$ cat config.mk
export PLATFORM = sky130hd
export DESIGN_NAME = uart_rx
export DESIGN_NICKNAME = d
export VERILOG_FILES = /design/src/rtl/decoder_pkg.sv /design/src/rtl/uart_pkg.sv /design/src/rtl/uart_rx_sync.sv /design/src/rtl/uart_rx.sv
export SDC_FILE = /design/constraint.sdc
export NUM_CORES = 1
export LEC_CHECK = 0
export CAP_MARGIN = 20
export CORE_MARGIN = 1
export CORE_UTILIZATION = 42
export DETAILED_ROUTE_END_ITERATION = 7
export PLACE_DENSITY = 0.71
export SETUP_SLACK_MARGIN = 0.15
export SLEW_MARGIN = 40
export SYNTH_ARGS = -nofsm -noshare
export SYNTH_HDL_FRONTEND = slang
export SYNTH_SLANG_ARGS = --single-unit
$ cat constraint.sdc
create_clock -name clk_i -period 6.4 [get_ports clk_i]
set_input_delay 1.92 -clock clk_i [delete_from_list [all_inputs] [get_ports clk_i]]
set_output_delay 1.92 -clock clk_i [all_outputs]
set_load 0.02 [all_outputs]
$ cat src/rtl/decoder_pkg.sv
// Shared decoder-domain types; word is the common 32-bit configuration/data width.
package decoder_pkg;
  typedef logic [31:0] word;
endpackage

$ cat src/rtl/uart_pkg.sv
// UART receive-side types and frame constants.
package uart_pkg;
  typedef enum logic [1:0] {IDLE, START, DATA, STOP} uart_rx_state_t;
  localparam int UART_DATA_BITS = 8;
endpackage

$ cat src/rtl/uart_rx_sync.sv
// Metastability chain for the asynchronous serial line; STAGES clocks of latency.
// Resets to 1 so a reset never looks like a start edge.
module uart_rx_sync #(
  parameter int STAGES = 2
) (
  input  logic clk_i,
  input  logic reset_i,
  input  logic d_i,
  output logic q_o
);
  logic [STAGES-1:0] sync_q;

  always_ff @(posedge clk_i or negedge reset_i) begin
    if (!reset_i) begin
      sync_q <= '1;
    end else begin
      sync_q[0] <= d_i;
      for (int i = 1; i < STAGES; i++) sync_q[i] <= sync_q[i-1];
    end
  end

  assign q_o = sync_q[STAGES-1];
endmodule

$ cat src/rtl/uart_rx.sv
// 8N1 receiver into a one-entry valid/ready holding register; valid rises SYNC+H+9T+1 clocks after the start edge.
// A byte arriving while the register is full and not being consumed is dropped and flagged as overrun.
module uart_rx
  import uart_pkg::*;
  import decoder_pkg::*;
#(
  parameter int BASE_DIV    = 16,
  parameter int SYNC_STAGES = 2
) (
  input  logic                      clk_i,
  input  logic                      reset_i,
  input  word                       prescaler,
  input  logic                      rx_i,
  output logic [UART_DATA_BITS-1:0] data_o,
  output logic                      valid_o,
  input  logic                      ready_i,
  output logic                      frame_err_o,
  output logic                      overrun_o,
  input  logic                      clear_i
);
  localparam int CNT_W = 33 + $clog2(BASE_DIV);
  localparam int IDX_W = $clog2(UART_DATA_BITS);

  logic                      rxs;
  uart_rx_state_t            state_q, state_d;
  logic [CNT_W-1:0]          cnt_q, cnt_d;
  logic [IDX_W-1:0]          idx_q, idx_d;
  logic [UART_DATA_BITS-1:0] shift_q, shift_d, data_q, data_d;
  word                       presc_q, presc_d;
  logic                      rxs_prev_q;
  logic                      valid_q, valid_d, ferr_q, ferr_d, ovr_q, ovr_d;
  logic [CNT_W-1:0]          bit_t, bit_last, half_last;

  uart_rx_sync #(.STAGES(SYNC_STAGES)) u_sync (
    .clk_i   (clk_i),
    .reset_i (reset_i),
    .d_i     (rx_i),
    .q_o     (rxs)
  );

  assign bit_t     = CNT_W'(BASE_DIV) * (CNT_W'(presc_q) + CNT_W'(1));
  assign bit_last  = bit_t - CNT_W'(1);
  assign half_last = (bit_t >> 1) - CNT_W'(1);

  always_comb begin
    state_d = state_q;
    cnt_d   = cnt_q + CNT_W'(1);
    idx_d   = idx_q;
    shift_d = shift_q;
    presc_d = presc_q;
    data_d  = data_q;
    valid_d = valid_q;
    ferr_d  = ferr_q;
    ovr_d   = ovr_q;

    if (valid_q && ready_i) valid_d = 1'b0;
    if (clear_i) begin
      ferr_d = 1'b0;
      ovr_d  = 1'b0;
    end

    case (state_q)
      IDLE: begin
        cnt_d = '0;
        // Edge, not level: a low stop bit must not look like a new start.
        if (rxs_prev_q && !rxs) begin
          state_d = START;
          presc_d = prescaler;
        end
      end
      START: begin
        if (cnt_q == half_last) begin
          cnt_d   = '0;
          idx_d   = '0;
          state_d = rxs ? IDLE : DATA;
        end
      end
      DATA: begin
        if (cnt_q == bit_last) begin
          cnt_d   = '0;
          shift_d = {rxs, shift_q[UART_DATA_BITS-1:1]};
          idx_d   = idx_q + IDX_W'(1);
          if (idx_q == IDX_W'(UART_DATA_BITS - 1)) state_d = STOP;
        end
      end
      STOP: begin
        if (cnt_q == bit_last) begin
          cnt_d   = '0;
          state_d = IDLE;
          if (!rxs) begin
            ferr_d = 1'b1;
          end else if (valid_q && !ready_i) begin
            ovr_d = 1'b1;
          end else begin
            data_d  = shift_q;
            valid_d = 1'b1;
          end
        end
      end
      default: state_d = IDLE;
    endcase
  end

  always_ff @(posedge clk_i or negedge reset_i) begin
    if (!reset_i) begin
      state_q    <= IDLE;
      cnt_q      <= '0;
      idx_q      <= '0;
      shift_q    <= '0;
      presc_q    <= '0;
      rxs_prev_q <= 1'b1;
      data_q     <= '0;
      valid_q    <= 1'b0;
      ferr_q     <= 1'b0;
      ovr_q      <= 1'b0;
    end else begin
      state_q    <= state_d;
      cnt_q      <= cnt_d;
      idx_q      <= idx_d;
      shift_q    <= shift_d;
      presc_q    <= presc_d;
      rxs_prev_q <= rxs;
      data_q     <= data_d;
      valid_q    <= valid_d;
      ferr_q     <= ferr_d;
      ovr_q      <= ovr_d;
    end
  end

  assign data_o      = data_q;
  assign valid_o     = valid_q;
  assign frame_err_o = ferr_q;
  assign overrun_o   = ovr_q;
endmodule

# Word level (Yosys, flattened, before mapping)
# Index checks and enable logic that the tools add are counted.
# classes
n_addsub,5
n_mul,0
div,0
n_lt_le_gt_ge,0
n_eq_ne,11
shifts,0
mux,27
n_bitwise,1
n_reduce_logical,13
# op_table
operator,n
$pmux W37 S3,1
$eq A37 B37 Y1,2
$mux W37,2
$add A37 B1 Y37 const B,1
$sub A36 B1 Y37 const B,1
$sub A37 B1 Y37 const B,1
$add A32 B1 Y33 const B,1
$mux W1,14
$mux W2,6
$ne A2 B2 Y1 const B,5
$pmux W2 S4,1
$mux W3,2
$pmux W3 S2,1
$reduce_and A5 Y1,1
$eq A2 B2 Y1 const B,2
$reduce_and A2 Y1,2
$reduce_and A4 Y1,1
$add A3 B1 Y3 const B,1
$eq A3 B3 Y1 const B,1
$logic_and A1 B1 Y1,3
$reduce_and A3 Y1,1
$eq A2 B1 Y1 const B,1
$logic_not A1 Y1,2
$logic_not A2 Y1,1
3 further kinds,3
# word_totals
reg_bits,96
latch_bits,0
ram_bits,0
rom_bits,0
inputBits,37
memories,0

# Longest topological paths before layout
# Gate-level depths: netlist of run 1.
# logic_depth
depth_word,6
ltp_mapped,16
ltp_nobuf,12

# Cells and area by module
# From an unflattened synthesis of run 1, not the netlist that was laid out.
# unflattened
hier_cells,875
hier_area_um2,7891.3
# by_module_without_submodules
mod,instances,cells_per_inst,area_each_um2,seq_area_each_um2
uart_rx,1,873,7838.8,2353.5
uart_rx_sync,1,2,52.6,52.6

# Worst setup path before layout of run 1
# OpenSTA, ideal clock, no wires.
# synth_path
path_type,reg2reg
start,reg presc_q[1]
end,"reg data_q[0], in the netlist data_o[0]"
arrival_time_ns,4.222
required_time_ns,6.275
setup_slack_ns,2.053
stages_incl_launch_ff,15
path_buffers,3
period_less_slack_ns,4.347
cell_sequence,dfrtp_1 -> buf_2 -> nand3_1 -> buf_2 -> nor4_1 -> xor2_1 -> nor4_4 -> nand4_1 -> nor3_1 -> xor2_1 -> a2111o_1 -> or4_4 -> or3b_1 -> buf_6 -> mux2_4
# synth_between
elab_chain_len,4
# synth_rtl
element,line,rtl
start: declaration,uart_rx.sv:29,"word presc_q, presc_d;"
start signal: assignment,uart_rx.sv:121,presc_q <= presc_d;
$add A32 B1 Y33,uart_rx.sv:41,assign bit_t = CNT_W'(BASE_DIV) * (CNT_W'(presc_q) + CNT_W'(1));
$sub A37 B1 Y37,uart_rx.sv:42,assign bit_last = bit_t - CNT_W'(1);
$eq A37 B37 Y1,uart_rx.sv:87,if (cnt_q == bit_last) begin
$reduce_and A4 Y1 (no line),-,
end signal: assignment,uart_rx.sv:123,data_q <= data_d;
end: declaration,uart_rx.sv:28,"logic [UART_DATA_BITS-1:0] shift_q, shift_d, data_q, data_d;"
# Every way passes these cells.
# A chain may end at the register's enable or synchronous reset.

# Worst setup path after layout of run 1
# layout_path
start,reg presc_q[0]
end,"reg data_q[0], in the netlist data_o[0]"
# Same word-level chain as after synthesis.

==> impl_metrics.env, run 1 <==
export IMPL_r2r_setup_slack_ns=0.94
export IMPL_synth_warning_count=0
export IMPL_cp_slowest_cell="o41ai_1"
export IMPL_synth_area_per_cell_um2=9.372
export IMPL_crit_family="simple AND/OR/NAND/NOR gates"
export IMPL_dp_hpwl_um=13560
export IMPL_grtUsageTotal=0.2079
export IMPL_ys_ff_latch=96
export IMPL_start_util=0.4338
export IMPL_dp_slack_ns=1.031
export IMPL_critPathKind="reg -> reg"
export IMPL_cts_tree="yes"
export IMPL_fp_dieH_um=136.4
export IMPL_postCtsSetupBuffers=0
export IMPL_fin_ws_ns=0.9385
export IMPL_n_antenna_cell=0
export IMPL_rsz0062_at_grt="false"
export IMPL_syn_inst=809
export IMPL_power_total_w=0.002858
export IMPL_synth_edf_count=0
export IMPL_cp_required_ns=6.64
export IMPL_rows=48
export IMPL_clk_insertion_delay_late_ns=0.35
export IMPL_nFillCells=1609
export IMPL_path_cells="ha_1 -> and2_1 -> nand2_1 -> o41ai_1 -> nand4_1 -> nor3_1 -> xnor2_1 -> xnor2_1 -> nand4b_1 -> or4_4 -> or3b_1 -> mux2_4"
export IMPL_endpoint_kind="register"
export IMPL_grt_pass1_wl_um=30230
export IMPL_worst_path_max_fanout=16
export IMPL_synth_nets=850
export IMPL_wire_per_inst_um=16.99
export IMPL_place_congestion=0.9781
export IMPL_cts_buffer_depth=2
export IMPL_slew_headroom=0.4793
export IMPL_port_buffers=47
export IMPL_power_density_nw_per_um2=337.7
export IMPL_setup_tns_ns=0
export IMPL_min_path_type="reg -> reg"
export IMPL_clk_pin_slew_worst_paths_ns=0.07
export IMPL_coreArea_um2=17480
export IMPL_synth_ff_type="dfrtp_1"
export IMPL_post_cts_resized=0
export IMPL_p_leak_nw=3.196
export IMPL_ant_nets=0
export IMPL_die_w_um=136.4
export IMPL_cts_hold_buf=0
export IMPL_fin_crit_ns=5.461
export IMPL_fin_crit_sh=0.8534
export IMPL_drc=0
export IMPL_grt_max_degree=63
export IMPL_numCtsBuffers=9
export IMPL_fin_skew_ns=0.008333
export IMPL_cts_sinks=96
export IMPL_worstPathArrival_ns=5.70
export IMPL_overflow=0
export IMPL_dieArea_um2=18590
export IMPL_cts_root_buffer="clkbuf_16"
export IMPL_cp_common_cell="xnor2_1"
export IMPL_drive_above_1_share=0.1173
export IMPL_vias=6175
export IMPL_cpPeakStageDelay_ns=0.68
export IMPL_ioPinCount=48
export IMPL_hold_violations=0
export IMPL_synth_distinct_cells=78
export IMPL_setup_viol=0
export IMPL_syn_area_um2=7582
export IMPL_via_per_inst=5.870
export IMPL_final_common_cell="dfrtp_1"
export IMPL_fmax_ghz=0.1831
export IMPL_syn_to_final_growth_pct=11.63
export IMPL_grt_pass1_vias=5864
export IMPL_tightest_slew_ns=0.7738
export IMPL_layout_nets=863
export IMPL_routed_wl_um=17870
export IMPL_final_cell_mix="dfrtp_1, xnor2_1, nand3_1, xor2_1, clkdlybuf4s50_1"
export IMPL_antenna_found_initial=0
export IMPL_dr_pass1_iters=5
export IMPL_status="finished, final reports clean"
export IMPL_cp_num_buf_inv=0
export IMPL_async_flop_share=1.000
export IMPL_seq_area_frac_synth=0.3173
export IMPL_first_iter_violations=458
export IMPL_ir_worst_vdd_mv=0.2560
export IMPL_max_cap_violations=0
export IMPL_start_kind="register"
export IMPL_cts_max_level=3
export IMPL_slew_viol_final=0
[logic make-up after synthesis]
kind of cell / share of synthesized area
DFF: 0.3173
and+or+nand+nor: 0.2502
adders and majority gates: 0.006601
xor gates and xnor gates: 0.1823
buffers and inverters: 0.04472
muxes: 0.08003
AOI/OAI and AO/OA: 0.1188
[worst reg2reg max path, delay by kind of cell (launching register included)]
kind / cells / cell delay, ns
adder cells (fa/ha/maj): 1 / 0.55
AO/OA/AOI/OAI: 1 / 0.68
multiplexers: 1 / 0.37
AND/OR/NAND/NOR: 7 / 2.78
flip-flops: 1 / 0.62
XOR/XNOR: 2 / 0.34
[per-layer routing]
layer / global-route usage / part of all wire / routed length [µm]
met1: 0.2943 / 0.49 / 8699
met2: 0.3158 / 0.44 / 7803
met3: 0.03169 / 0.046 / 825
met4: 0.08210 / 0.030 / 545
met5: 0 / 0 / 0
[synthesized netlist by cell type, drive strengths merged, types with 9 or more instances]
cell	n	area share
a21oi	44	0.029
and2	10	0.0083
and3	18	0.015
and4	13	0.015
buf	25	0.018
clkbuf	26	0.013
dfrtp	93	0.31
inv	27	0.013
mux2	45	0.071
nand2	46	0.024
nand3	51	0.035
nand4	29	0.026
nor2	35	0.017
nor3	29	0.020
nor4	31	0.038
o21ai	14	0.0097
o31ai	10	0.012
or3	12	0.0099
or4	9	0.0094
xnor2	78	0.090
xnor3	10	0.030
xor2	46	0.053
[per-stage QoR]
stage / std cells / instance area [µm²] / hold WS [ns] / util
after detailed placement: 1036 / 8145 / 0.3592 / 0.4661
after global placement: 1036 / 8145 / 0.3551 / 0.4661
after floorplan: 809 / 7582 / 0.3452 / -
after global routing: 1052 / 8464 / 0.3790 / 0.4843
final: 1052 / 8464 / 0.3734 / 0.4843
after CTS: 1052 / 8456 / 0.3734 / 0.4838
[report_power, final]
part	switching [W]	internal, W
clock network	0.000259	0.000311
registers	0.000272	0.000725
logic	0.000700	0.000593
[sequential cells by signal, indices dropped and copies added (netlist names), named ones only]
register and cells:
data_o 8, overrun_o 1, shift_q 8, u_sync.sync_q 2
presc_q 32, cnt_q 37, idx_q 3, valid_o 1
frame_err_o 1, rxs_prev_q 1, state_q 1
[final timing paths]
check / from / to / cells past startpoint
max: presc_q[0] / data_o[0] / 12
min: u_sync.sync_q[0] / u_sync.sync_q[1] / 0
max reg2reg: presc_q[0] / data_o[0] / 12
min reg2reg: u_sync.sync_q[0] / u_sync.sync_q[1] / 0
max in group asynchronous: reset_i / presc_q[22] / 2
min in group asynchronous: reset_i / cnt_q[3] / 1
[layout make-up]
| class | count | area [µm²] | area share |
|---|---|---|---|
| clock buffer | 9 | 225.2 | 0.02661 |
| clock inverter | 7 | 85.08 | 0.01005 |
| inverter | 27 | 101.3 | 0.01197 |
| multi-input combinational | 635 | 4848 | 0.5728 |
| sequential | 96 | 2406 | 0.2843 |
| tap | 225 | 281.5 | 0.03326 |
| timing repair buffer | 53 | 516.7 | 0.06105 |
No activity file was read; power rests on OpenSTA's default activity.
==> run 2: changes to the inputs <==
--- a/config.mk
+++ b/config.mk
@@ -9,9 +9,10 @@
 export CORE_MARGIN = 1
 export CORE_UTILIZATION = 42
 export DETAILED_ROUTE_END_ITERATION = 7
-export PLACE_DENSITY = 0.71
+export PLACE_DENSITY = 0.73
 export SETUP_SLACK_MARGIN = 0.15
 export SLEW_MARGIN = 40
 export SYNTH_ARGS = -nofsm -noshare
 export SYNTH_HDL_FRONTEND = slang
+export SYNTH_HIERARCHICAL = 1
 export SYNTH_SLANG_ARGS = --single-unit
==> constraint.sdc (replaced) <==
create_clock -name clk_i -period 4.4 [get_ports clk_i]
set_input_delay 1.32 -clock clk_i [delete_from_list [all_inputs] [get_ports clk_i]]
set_output_delay 1.32 -clock clk_i [all_outputs]
set_load 0.02 [all_outputs]
==> impl_metrics.env, run 2 <==
export IMPL_grt_max_degree=82
export IMPL_fmax_ghz=0.2342
export IMPL_final_common_cell="buf_4"
export IMPL_syn_to_final_growth_pct=26.22
export IMPL_largest_register_ffs=37
export IMPL_fin_skew_ns=0.01731
export IMPL_synth_nets=916
export IMPL_start_kind="register"
export IMPL_start_util=0.4334
export IMPL_fin_crit_ns=4.269
export IMPL_power_density_nw_per_um2=489.0
export IMPL_cts_root_buffer="clkbuf_16"
export IMPL_grt_pass1_wl_um=35310
export IMPL_n_antenna_cell=0
export IMPL_tightest_slew_ns=0.7361
export IMPL_cts_max_level=3
export IMPL_finalInstanceArea_um2=9961
export IMPL_switching_power_w=0.002123
export IMPL_cp_required_ns=4.66
export IMPL_synth_most_common_cell="dfrtp_1"
export IMPL_ir_worst_vdd_mv=0.4078
export IMPL_coreArea_um2=18210
export IMPL_combPwrFrac=0.564
export IMPL_overflow=0
export IMPL_ys_top_cells_by_area="dfrtp_1, xnor2_1, mux2_2"
export IMPL_async_flop_share=1.000
export IMPL_max_cap_violations=0
export IMPL_hold_violations=0
export IMPL_synthTopCellsByCount="dfrtp_1, nor2_1, xnor2_1, nand2_1, mux2_2"
export IMPL_via_per_inst=5.863
export IMPL_dp_hpwl_um=16550
export IMPL_sw_frac_of_total=0.4360
export IMPL_synth_top_cell_area_share=0.2949
export IMPL_dieArea_um2=19340
export IMPL_synth_distinct_cells=88
export IMPL_layout_nets=1024
export IMPL_cts_buffer_depth=2
export IMPL_dr_pass1_iters=5
export IMPL_slew_viol_final=0
export IMPL_ant_nets=0
export IMPL_endpoint_kind="register"
export IMPL_slew_headroom=0.5093
export IMPL_port_buffers=47
export IMPL_antenna_found_initial=0
export IMPL_clock_power_share=0.167
export IMPL_ys_ff_latch=96
export IMPL_fp_dieH_um=139.1
export IMPL_top_regs="cnt_q x37, presc_q x32"
export IMPL_seq_area_frac_synth=0.3049
export IMPL_synth_warning_count=6
export IMPL_cts_tree="yes"
export IMPL_drive_above_1_share=0.2530
export IMPL_placedInstanceArea_um2=9143
export IMPL_syn_area_um2=7891
export IMPL_worstPathArrival_ns=4.53
export IMPL_clk_pin_slew_worst_paths_ns=0.08
export IMPL_grtUsageTotal=0.2315
export IMPL_rows=49
export IMPL_power_frac_seq=0.270
export IMPL_first_iter_violations=678
export IMPL_cts_sinks=96
export IMPL_power_total_w=0.004870
export IMPL_worst_path_max_fanout=18
export IMPL_die_w_um=139.1
export IMPL_clk_insertion_delay_late_ns=0.37
export IMPL_rsz0062_at_grt="true"
export IMPL_grt_pass1_vias=6614
export IMPL_ioPinCount=48
export IMPL_wire_per_inst_um=18.39
export IMPL_drc=0
export IMPL_p_leak_nw=3.991
export IMPL_syn_inst=875
export IMPL_cts_hold_buf=0
export IMPL_critPathKind="reg -> reg"
export IMPL_synth_ff_type="dfrtp_1"
export IMPL_vias=7135
export IMPL_fin_crit_sh=0.9703
export IMPL_final_cells=1217
export IMPL_routed_wl_um=22390
export IMPL_numCtsBuffers=9
export IMPL_setup_viol=0
export IMPL_dp_cells=1179
export IMPL_place_congestion=1.025
export IMPL_p_int_w=0.002747
export IMPL_min_path_type="reg -> reg"
export IMPL_final_cell_mix="buf_4, dfrtp_1, nor2_1, xnor2_1"
export IMPL_status="finished, final reports clean"
export IMPL_yosys_area_top_type="dfrtp_1"
export IMPL_top_register="cnt_q"
export IMPL_synth_edf_count=0
export IMPL_synth_area_per_cell_um2=9.019
[run 2: cell count changes in the layout (fill, tap and decap cells not counted), sizes merged, moves of 5 or more]
cell | previous run | this run
buf | 7 | 107
and4 | 13 | 8
xnor2 | 78 | 84
nor2 | 35 | 90
a31oi | 3 | 8
xnor3 | 10 | 16
nor3 | 29 | 39
a21oi | 44 | 22
nand3 | 51 | 44
inv | 30 | 24
o21ai | 14 | 25
nor4 | 31 | 23
xor2 | 46 | 37
[run 2: worst max-delay path, cell delays in order, from the launching register on]
cell and delay [ns]:
dfrtp_1 0.40, buf_6 0.14, nand4_4 0.13, buf_4 0.17, nor4_4 0.32, xnor2_2 0.16
nand4_1 0.13, or4_4 0.55, buf_12 0.17, or3_4 0.41, xnor2_1 0.20, nor4_1 0.23
o2111ai_1 0.22, nor3_1 0.25, buf_4 0.17, o22a_4 0.25, buf_6 0.19, nor2_1 0.06
[run 2: final timing paths]
check                                  from          endpoint  slack [ns]  depth (start not counted)
setup / recovery                 presc_q[1]         cnt_q[14]        0.13                         17
hold / removal             u_sync/sync_q[0]  u_sync/sync_q[1]        0.36                          0
setup reg to reg                 presc_q[1]         cnt_q[14]        0.13                         17
hold reg to reg            u_sync/sync_q[0]  u_sync/sync_q[1]        0.36                          0
max in group asynchronous           reset_i        rxs_prev_q        2.73                          2
min in group asynchronous           reset_i        presc_q[3]        1.00                          1
[run 2: routing by layer]
metal	wire length, µm	global-route usage	vias to the layer above
met5	0	0	-
li1	-	-	3405
met1	10110	0.3292	3410
met3	1386	0.03073	53
met4	818	0.09591	0
met2	10070	0.3538	267
[run 2: repair_timing]
action	CTS	global route
setup endpoints to repair	60	60
gates cloned	0	4
pin swaps	4	16
buffers inserted	4	14
gates resized for setup	13	49
[run 2: cells by family (layout without fill, tap and decap cells)]
| group | count (synthesis) | in the layout | synth area share |
|---|---|---|---|
| AOI/OAI and AO/OA | 138 | 138 | 0.1256 |
| buffers and inverters | 78 | 191 | 0.04202 |
| xor gates and xnor gates | 140 | 140 | 0.1890 |
| muxes | 52 | 52 | 0.07325 |
| and+or+nand+nor | 367 | 367 | 0.2589 |
| adders and majority gates | 4 | 4 | 0.006342 |
| DFF | 96 | 96 | 0.3049 |
[run 2: layout make-up]
cell class              count  area [µm²]
clock buffers               9       225.2
clock inverters             7       78.83
fillers                  1573        8248
inverters                  20       75.07
multi-input cells         701        5518
flip-flops and latches     96        2409
well taps                 229       286.5
repair buffers            155        1369
[run 2: through the flow]
step | TNS, ns | hold slack [ns] | utilization | setup slack, ns
final | 0 | 0.3626 | 0.5470 | 0.1306
after global routing | 0 | 0.3677 | 0.5470 | 0.002855
after CTS | 0 | 0.3614 | 0.5244 | 0.1513
after detailed placement | -2.595 | 0.3505 | 0.5021 | -0.1870
after global placement | -0.2813 | 0.3463 | 0.5014 | -0.03572
after floorplan | 0 | 0.3452 | - | 0.008427
[run 2: power by group through the flow]
| stage | Clock [W] | Combinational (W) | Sequential (W) |
|---|---|---|---|
| after floorplan | 0 | 0.00185 | 0.00119 |
| after global placement | 0 | 0.00242 | 0.00130 |
| after global routing | 0.000864 | 0.00296 | 0.00134 |
| after CTS | 0.000828 | 0.00249 | 0.00129 |
| final | 0.000811 | 0.00274 | 0.00131 |
| after detailed placement | 0 | 0.00245 | 0.00131 |
==> run 3: changes to the inputs <==
--- a/config.mk
+++ b/config.mk
@@ -5,12 +5,13 @@
 export SDC_FILE = /design/constraint.sdc
 export NUM_CORES = 1
 export LEC_CHECK = 0
-export CAP_MARGIN = 20
+export CORE_ASPECT_RATIO = 0.6
 export CORE_MARGIN = 1
 export CORE_UTILIZATION = 42
 export DETAILED_ROUTE_END_ITERATION = 7
 export PLACE_DENSITY = 0.73
 export SETUP_SLACK_MARGIN = 0.15
+export SKIP_LAST_GASP = 1
 export SLEW_MARGIN = 40
 export SYNTH_ARGS = -nofsm -noshare
 export SYNTH_HDL_FRONTEND = slang
==> impl_metrics.env, run 3 (synthesized netlist as in run 2, its figures left out) <==
export IMPL_endpoint_kind="register"
export IMPL_fin_crit_sh=0.9815
export IMPL_clk_pin_slew_worst_paths_ns=0.07
export IMPL_top_regs="cnt_q x37, presc_q x32"
export IMPL_die_w_um=179.0
export IMPL_overflow=0
export IMPL_switching_power_w=0.002225
export IMPL_wire_per_inst_um=19.81
export IMPL_fmax_ghz=0.2316
export IMPL_via_per_inst=5.979
export IMPL_dr_pass1_iters=5
export IMPL_max_cap_violations=0
export IMPL_min_path_type="reg -> reg"
export IMPL_n_antenna_cell=0
export IMPL_slew_viol_final=0
export IMPL_final_common_cell="buf_4"
export IMPL_routed_wl_um=24350
export IMPL_clock_power_share=0.168
export IMPL_setup_tns_ns=0
export IMPL_cts_tree="yes"
export IMPL_vias=7348
export IMPL_largest_register_ffs=37
export IMPL_power_total_w=0.005076
export IMPL_syn_to_final_growth_pct=26.56
export IMPL_sw_frac_of_total=0.4384
export IMPL_fin_crit_ns=4.319
export IMPL_ir_worst_vdd_mv=0.3159
export IMPL_dp_hpwl_um=19050
export IMPL_finalInstanceArea_um2=9987
export IMPL_cp_required_ns=4.69
export IMPL_start_kind="register"
export IMPL_combPwrFrac=0.573
export IMPL_status="finished, final reports clean"
export IMPL_cts_sinks=96
export IMPL_antenna_found_initial=0
export IMPL_power_frac_seq=0.259
export IMPL_first_iter_violations=767
export IMPL_rows=38
export IMPL_rsz0062_at_grt="true"
export IMPL_final_cell_mix="buf_4, dfrtp_1, nor2_1, xnor2_1, nand2_1"
export IMPL_placedInstanceArea_um2=9264
export IMPL_grt_pass1_vias=6697
export IMPL_layout_nets=1025
export IMPL_critPathKind="reg -> reg"
export IMPL_start_util=0.4334
export IMPL_slew_headroom=0.4839
export IMPL_p_leak_nw=4.005
export IMPL_cts_max_level=3
export IMPL_cts_buffer_depth=2
export IMPL_hold_violations=0
export IMPL_grtUsageTotal=0.2599
export IMPL_port_buffers=47
export IMPL_grt_pass1_wl_um=37940
export IMPL_top_register="cnt_q"
export IMPL_p_int_w=0.002851
export IMPL_tightest_slew_ns=0.7686
export IMPL_worstPathArrival_ns=4.61
export IMPL_cts_root_buffer="clkbuf_16"
export IMPL_dieArea_um2=19360
export IMPL_fin_skew_ns=0.01026
export IMPL_place_congestion=1.045
export IMPL_grt_max_degree=52
export IMPL_worst_path_max_fanout=15
export IMPL_numCtsBuffers=9
export IMPL_clk_insertion_delay_late_ns=0.36
export IMPL_drc=0
export IMPL_cts_hold_buf=0
export IMPL_coreArea_um2=18210
export IMPL_setup_viol=0
export IMPL_power_density_nw_per_um2=508.2
export IMPL_drive_above_1_share=0.2548
export IMPL_fp_dieH_um=108.2
export IMPL_ioPinCount=48
export IMPL_ant_nets=0
## run 3: worst paths after layout
check	start	endpoint	slack, ns	depth (start not counted)
max	presc_q[4]	cnt_q[1]	0.08	16
min	u_sync/sync_q[0]	u_sync/sync_q[1]	0.36	0
max reg2reg	presc_q[4]	cnt_q[1]	0.08	16
min reg2reg	u_sync/sync_q[0]	u_sync/sync_q[1]	0.36	0
max in group asynchronous	reset_i	rxs_prev_q	2.71	2
min in group asynchronous	reset_i	presc_q[25]	0.96	1
## run 3: cell type report
class,count,area (µm²)
Multi-Input combinational cell,701,5534
Inverter,20,75.07
Sequential cell,96,2409
Timing Repair Buffer,156,1349
Fill cell,1605,8223
Tap cell,240,300.3
Clock inverter,7,95.09
Clock buffer,9,225.2
## run 3: what timing repair did
action,in CTS,in global routing
buffers inserted,5,1
endpoints found under the hold margin,0,0
gates cloned,0,1
pin swaps,8,18
endpoints found under the setup margin,60,60
gates resized for setup,24,41
## run 3: critical path, cell delays in order (launching register included)
cell and delay (ns):
dfrtp_1 0.42, nand4_4 0.15, clkbuf_4 0.20, nor4_4 0.34
xnor2_2 0.17, nand4_1 0.18, or4_4 0.63, buf_12 0.19
or4_1 0.59, o32ai_1 0.26, nor4b_4 0.09, buf_4 0.16
nand4_1 0.16, nor3_2 0.08, o22a_2 0.31, clkbuf_16 0.20
nor2b_1 0.12
## run 3: power groups by stage
stage | Combinational (W) | Sequential, W | Clock, W
2_1_floorplan | 0.00185 | 0.00119 | 0
3_3_place_gp | 0.00257 | 0.00131 | 0
3_5_place_dp | 0.00261 | 0.00132 | 0
4_1_cts | 0.00270 | 0.00130 | 0.000868
5_1_grt | 0.00308 | 0.00135 | 0.000900
6_report | 0.00291 | 0.00132 | 0.000853
## run 3: per-layer routing
metal  routed length [µm]  track usage  vias to the layer above
met5                    0      0.01042                        -
met2                 8950       0.3094                      371
met4                  321      0.06356                        0
met1                11970       0.4168                     3532
met3                 3104      0.09529                       28
li1                     -            -                     3417
## run 3: per-stage QoR
| step | setup slack (ns) | hold slack [ns] | util | cells |
|---|---|---|---|---|
| after global routing | -0.01886 | 0.3563 | 0.5484 | 1229 |
| final | 0.08128 | 0.3555 | 0.5484 | 1229 |
| after global placement | -0.2100 | 0.3461 | 0.5087 | 1206 |
| after floorplan | 0.008427 | 0.3452 | - | 875 |
| after CTS | 0.1545 | 0.3601 | 0.5355 | 1227 |
| after detailed placement | -0.2168 | 0.3472 | 0.5087 | 1206 |
